--- src/rtl/mem_port_a_arbiter.sv ---
// Two-master arbiter for unified-memory port A: per-cycle round robin with an
// optional bounded lock, and one-cycle read return routed back to the issuing master.
module mem_port_a_arbiter #(
    parameter int ADDR_WIDTH      = 32,
    parameter int DATA_WIDTH      = 32,
    parameter int MAX_LOCK_CYCLES = 16
) (
    input  logic                      clk,
    input  logic                      reset,
    input  logic                      m0_req,
    input  logic [DATA_WIDTH/8-1:0]   m0_we,
    input  logic [ADDR_WIDTH-1:0]     m0_addr,
    input  logic [DATA_WIDTH-1:0]     m0_wdata,
    input  logic                      m0_lock,
    output logic                      m0_gnt,
    output logic                      m0_rvalid,
    output logic [DATA_WIDTH-1:0]     m0_rdata,
    input  logic                      m1_req,
    input  logic [DATA_WIDTH/8-1:0]   m1_we,
    input  logic [ADDR_WIDTH-1:0]     m1_addr,
    input  logic [DATA_WIDTH-1:0]     m1_wdata,
    input  logic                      m1_lock,
    output logic                      m1_gnt,
    output logic                      m1_rvalid,
    output logic [DATA_WIDTH-1:0]     m1_rdata,
    output logic                      en_a,
    output logic [DATA_WIDTH/8-1:0]   we_a,
    output logic [ADDR_WIDTH-1:0]     addr_a,
    output logic [DATA_WIDTH-1:0]     din_a,
    input  logic [DATA_WIDTH-1:0]     dout_a,
    output logic                      busy
);

    localparam int BE_WIDTH = DATA_WIDTH / 8;
    localparam logic [7:0] MAX_CNT = 8'(MAX_LOCK_CYCLES);

    typedef enum logic [1:0] {
        OWN_NONE = 2'd0,
        OWN_M0   = 2'd1,
        OWN_M1   = 2'd2
    } owner_t;

    owner_t      owner_r, owner_s;
    logic [7:0]  lock_cnt_r, lock_cnt_s;
    logic        last_gnt_r, last_gnt_s;
    logic [1:0]  rd_pend_r, rd_pend_s;

    logic        gnt0_s, gnt1_s;
    logic        owner_lock_s, force_rel_s, open_s;

    // Lock qualification: arbitration is open when nobody owns the port,
    // the owner drops its lock, or the owner has exhausted its wait budget.
    always_comb begin
        case (owner_r)
            OWN_M0:  owner_lock_s = m0_lock;
            OWN_M1:  owner_lock_s = m1_lock;
            default: owner_lock_s = 1'b0;
        endcase
        force_rel_s = (owner_r != OWN_NONE) && (lock_cnt_r >= MAX_CNT);
        open_s      = (owner_r == OWN_NONE) || !owner_lock_s || force_rel_s;
    end

    // Grant selection; a forced release hands priority to the waiting master.
    always_comb begin
        gnt0_s = 1'b0;
        gnt1_s = 1'b0;
        if (reset) begin
            gnt0_s = 1'b0;
            gnt1_s = 1'b0;
        end else if (!open_s) begin
            if (owner_r == OWN_M0) begin
                gnt0_s = m0_req;
            end else begin
                gnt1_s = m1_req;
            end
        end else if (force_rel_s) begin
            if (owner_r == OWN_M0) begin
                gnt1_s = m1_req;
                gnt0_s = m0_req && !m1_req;
            end else begin
                gnt0_s = m0_req;
                gnt1_s = m1_req && !m0_req;
            end
        end else if (m0_req && m1_req) begin
            gnt0_s = last_gnt_r;
            gnt1_s = !last_gnt_r;
        end else begin
            gnt0_s = m0_req;
            gnt1_s = m1_req;
        end
    end

    // Port A mux; idle cycles park the address/data on M0 with no enables.
    always_comb begin
        en_a = gnt0_s || gnt1_s;
        if (gnt1_s) begin
            we_a   = m1_we;
            addr_a = m1_addr;
            din_a  = m1_wdata;
        end else begin
            we_a   = gnt0_s ? m0_we : {BE_WIDTH{1'b0}};
            addr_a = m0_addr;
            din_a  = m0_wdata;
        end
    end

    // Next-state computation for ownership, lock counter, round robin and read tracking.
    always_comb begin
        owner_s    = owner_r;
        lock_cnt_s = lock_cnt_r;
        if (force_rel_s) begin
            owner_s    = OWN_NONE;
            lock_cnt_s = 8'd0;
        end else if (open_s) begin
            lock_cnt_s = 8'd0;
            if (gnt0_s && m0_lock) begin
                owner_s = OWN_M0;
            end else if (gnt1_s && m1_lock) begin
                owner_s = OWN_M1;
            end else begin
                owner_s = OWN_NONE;
            end
        end else begin
            if ((owner_r == OWN_M0) ? m1_req : m0_req) begin
                lock_cnt_s = lock_cnt_r + 8'd1;
            end else begin
                lock_cnt_s = lock_cnt_r;
            end
        end

        if (gnt1_s) begin
            last_gnt_s = 1'b1;
        end else if (gnt0_s) begin
            last_gnt_s = 1'b0;
        end else begin
            last_gnt_s = last_gnt_r;
        end

        rd_pend_s = {gnt1_s && (m1_we == {BE_WIDTH{1'b0}}),
                     gnt0_s && (m0_we == {BE_WIDTH{1'b0}})};
    end

    // State registers; reset drops any read still in flight.
    always_ff @(posedge clk or posedge reset) begin
        if (reset) begin
            owner_r    <= OWN_NONE;
            lock_cnt_r <= 8'd0;
            last_gnt_r <= 1'b1;
            rd_pend_r  <= 2'b00;
        end else begin
            owner_r    <= owner_s;
            lock_cnt_r <= lock_cnt_s;
            last_gnt_r <= last_gnt_s;
            rd_pend_r  <= rd_pend_s;
        end
    end

    assign m0_gnt    = gnt0_s;
    assign m1_gnt    = gnt1_s;
    assign m0_rvalid = rd_pend_r[0];
    assign m1_rvalid = rd_pend_r[1];
    assign m0_rdata  = rd_pend_r[0] ? dout_a : {DATA_WIDTH{1'b0}};
    assign m1_rdata  = rd_pend_r[1] ? dout_a : {DATA_WIDTH{1'b0}};
    assign busy      = (owner_r != OWN_NONE);

endmodule
--- config.mk ---
export PLATFORM = sky130hd
export DESIGN_NAME = mem_port_a_arbiter
export DESIGN_NICKNAME = d
export VERILOG_FILES = /design/src/rtl/mem_port_a_arbiter.sv
export SDC_FILE = /design/constraint.sdc
export NUM_CORES = 1
export LEC_CHECK = 0
export ABC_AREA = 1
export CAP_MARGIN = 10
export CORE_AREA = 2 2 121 123
export CTS_BUF_LIST = sky130_fd_sc_hd__clkbuf_16
export DETAILED_ROUTE_END_ITERATION = 7
export DIE_AREA = 0 0 123 125
export DONT_BUFFER_PORTS = 1
export PLACE_DENSITY = 0.34
export SETUP_SLACK_MARGIN = 0.02
export SLEW_MARGIN = 20
export SYNTH_ARGS = -nofsm -noshare
export SYNTH_HDL_FRONTEND = slang
export SYNTH_SLANG_ARGS = --single-unit
--- constraint.sdc ---
create_clock -name clk -period 1.75 [get_ports clk]
set_input_delay 0.0875 -clock clk [delete_from_list [all_inputs] [get_ports clk]]
set_output_delay 0.0875 -clock clk [all_outputs]
set_load 0.1 [all_outputs]
==> results.py <==
metrics = {
    "timing": {
        "hold_slack_ns": 0.01833,
        "setup-tns-final_ns": -35.56,
        "setup_violations": 76,
        "final-max-slew-violation-count": 0,
        "fin_ws_ns": -0.5822,
        "relSlewSlack_pct": 64.17,
        "post-route-period-util_pct": 133.3,
        "finalHoldViolations": 0,
        "min_period_ns": 2.332,
        "clock.fmax_mhz": 428.8,
        "rsz0062_at_grt": "yes",
        "skew_ns": 0.008604,
        "worst_slew_pin_slew_ns": 0.5368,
    },
    "critical_path": {
        "critPathLaunchType": "flop",
        "r2r_setup_slack_ns": -0.23,
        "crit_path_end_kind": "primary output",
        "crit_buf_inv": 8,
        "crit_top_cell": "buf_12",
        "crit_slowest_cell": "dfrtp_1",
        "path_class": "flop to primary output",
        "crit_family": "buffers and inverters",
        "cp.required_ns": 1.66,
        "slowest_delay_ns": 0.39,
        "critical_path_arrival_ns": 2.24,
        "crit_fanout": 6,
        "path_cells": "inv_2, ha_4, clkinvlp_4, nand2_2, nand4_1, nand3_4, buf_12, clkinv_16, buf_16, buf_12, buf_12, buf_16",
    },
    "cts": {
        "cts_htree_levels": 1,
        "insertion_delay_ns": 0.25,
        "root_buffer": "clkbuf_16",
        "cts_inserted_buffers": 3,
        "cts_tree": "yes",
        "cts.sinks": 13,
        "clk_pin_slew_ns": 0.05,
        "clockBufferDepth": 2,
    },
    "power_and_ir_drop": {
        "p_leak_nw": 2.665,
        "p_per_area_mw_per_mm2": 468.4,
        "peakVddDrop_uv": 274.9,
        "total_power_mw": 3.321,
    },
    "synthesis": {
        "synth.area.top_cells": "nand2_1, inv_1, dfrtp_1",
        "yosysTopAreaCell": "nand2_1",
        "yosysWarnings": 0,
        "netlist_area_mm2": 0.002100,
        "netlist.area_leader.share_pct": 50.95,
        "ys_ff_latch": 13,
        "syn_area_per_cell_um2": 4.697,
        "syn_inst": 447,
        "synthDistinctLibCells": 23,
        "ys_seq_area_share_pct": 15.55,
    },
    "final_layout": {
        "antenna_cells": 0,
        "most-common-layout-cells": "nand2_8, buf_12, nand2_1",
        "final_common_cell": "nand2_8",
        "fin_nets": 748,
        "drive_gt1_share_pct": 74.60,
        "area_growth_pct": 237.7,
        "fill_cells": 1260,
    },
    "global_routing": {
        "antenna_found_initial": 0,
        "grt_max_degree": 34,
        "grt_remaining_overflow": 0,
        "first_global_vias": 3294,
        "track_usage_pct": 16.72,
        "grt_pass1_wl_um": 19790,
    },
    "routing": {
        "antenna_left": 0,
        "vias": 3181,
        "vias_per_cell": 4.236,
        "wl_per_cell_um": 18.55,
        "dr.pass1.iters": 4,
        "drt-initial-drc-count": 73,
        "drcViolationCount": 0,
        "wirelength_um": 13930,
    },
    "outcome": {
        "status": "finished with violations",
        "violations": "negative setup slack",
    },
    "die": {
        "core_area_mm2": 0.01420,
        "io_pins": 312,
        "die_w_um": 123,
        "row_count": 44,
        "die-area_mm2": 0.01538,
        "start_util_pct": 14.78,
        "dieHeight_um": 125,
    },
    "worst_hold_path": {
        "min-delay-path-class": "input port to flop",
    },
    "run": {
        "drv_cap": 0,
    },
    "place": {
        "place_ws_ns": -0.3651,
        "gp_congestion": 0.8319,
        "io_buffer_count": 0,
        "dp_hpwl_um": 10060,
    },
}
-- final timing paths --
path,start,endpoint,depth (start not counted)
min,m1_lock,owner_r[1],2
max reg2reg,owner_r[0],owner_r[0],16
max in group asynchronous,reset,rd_pend_r[1],2
min in group asynchronous,reset,owner_r[0],2
max,owner_r[1],m1_gnt,12
min reg2reg,last_gnt_r,last_gnt_r,2
-- final cells by class --
type,count,area (um^2),share of cell area [%]
flip-flops and latches,13,329.1,4.641
repair buffers,133,2320,32.72
inverters,85,581.8,8.205
multi-input cells,331,3540,49.92
repair inverters,1,11.26,0.1588
clock inverters,1,3.754,0.05294
well taps,184,230.2,3.247
clock buffers,3,75.07,1.059
-- kinds of logic (layout without fill, tap and decap cells) --
kind of cell    Yosys count  after routing  synth area share [%]
compound gates            8              8                 2.086
other cells               1              3                0.1786
xor+xnor                  1              1                0.4172
flops                    13             13                 15.55
simple gates            313            313                 57.99
fa+ha+maj                 6              6                 3.576
buf+inv                 105            223                 20.20
-- cells in the mapped netlist, drive strengths merged --
master,instances
nand2,287
inv,85
buf,14
dfrtp,12
nor2,12
nand3,9
clkbuf,6
ha,6
o21ai,4
a21oi,2
nand4,2
or4,2
conb,1
dfstp,1
nor3,1
o21a,1
o22ai,1
xor2,1
-- per-stage QoR --
step | util [%] | std cells | instance area [um^2]
finish | 49.92 | 751 | 7091
global route | 49.92 | 751 | 7091
CTS | 45.06 | 738 | 6400
detailed placement | 36.58 | 705 | 5195
global placement | 36.58 | 705 | 5195
floorplan | - | 449 | 3538
-- metal layers --
layer / vias to the layer above / wire length [um] / part of all wire (%) / track usage [%]
li1: 1512 / - / - / -
met4: 0 / 221 / 1.6 / 3.409
met1: 1461 / 4606 / 33 / 18.63
met5: - / 0 / 0 / 0
met3: 13 / 1398 / 10 / 4.015
met2: 195 / 7706 / 55 / 31.65
-- flip-flops by register name, summed over array words and instances, names as in the netlist --
name,count
lock_cnt_r,8
rd_pend_r,2
owner_r,2
last_gnt_r,1
-- power by group --
group | switching, mW | internal [mW]
Clock | 0.135 | 0.302
Combinational | 1.87 | 0.690
Sequential | 0.00588 | 0.314
Total | 2.02 | 1.31
-- worst reg2reg max path: stages, from the launching register on --
cell and delay [ns]:
dfrtp_1 0.38, inv_2 0.07, ha_4 0.26, inv_2 0.04
nor2_4 0.10, nand2_4 0.07, nor2_4 0.09, buf_4 0.11
buf_4 0.10, nand2_2 0.04, nand2_2 0.08, nor2_4 0.05
buf_12 0.14, buf_4 0.13, buf_6 0.10, nand3_1 0.05
nand2_1 0.05
-- what timing repair did --
| action | 4_1_cts | 5_1_grt |
|---|---|---|
| gates cloned | 10 | 6 |
| pin swaps | 59 | 57 |
| setup endpoints to repair | 78 | 76 |
| hold buffers | 5 | 0 |
| resized for setup | 188 | 113 |
| buffers inserted | 15 | 10 |
| endpoints found under the hold margin | 15 | 0 |
No activity file was read; power rests on OpenSTA's default activity.
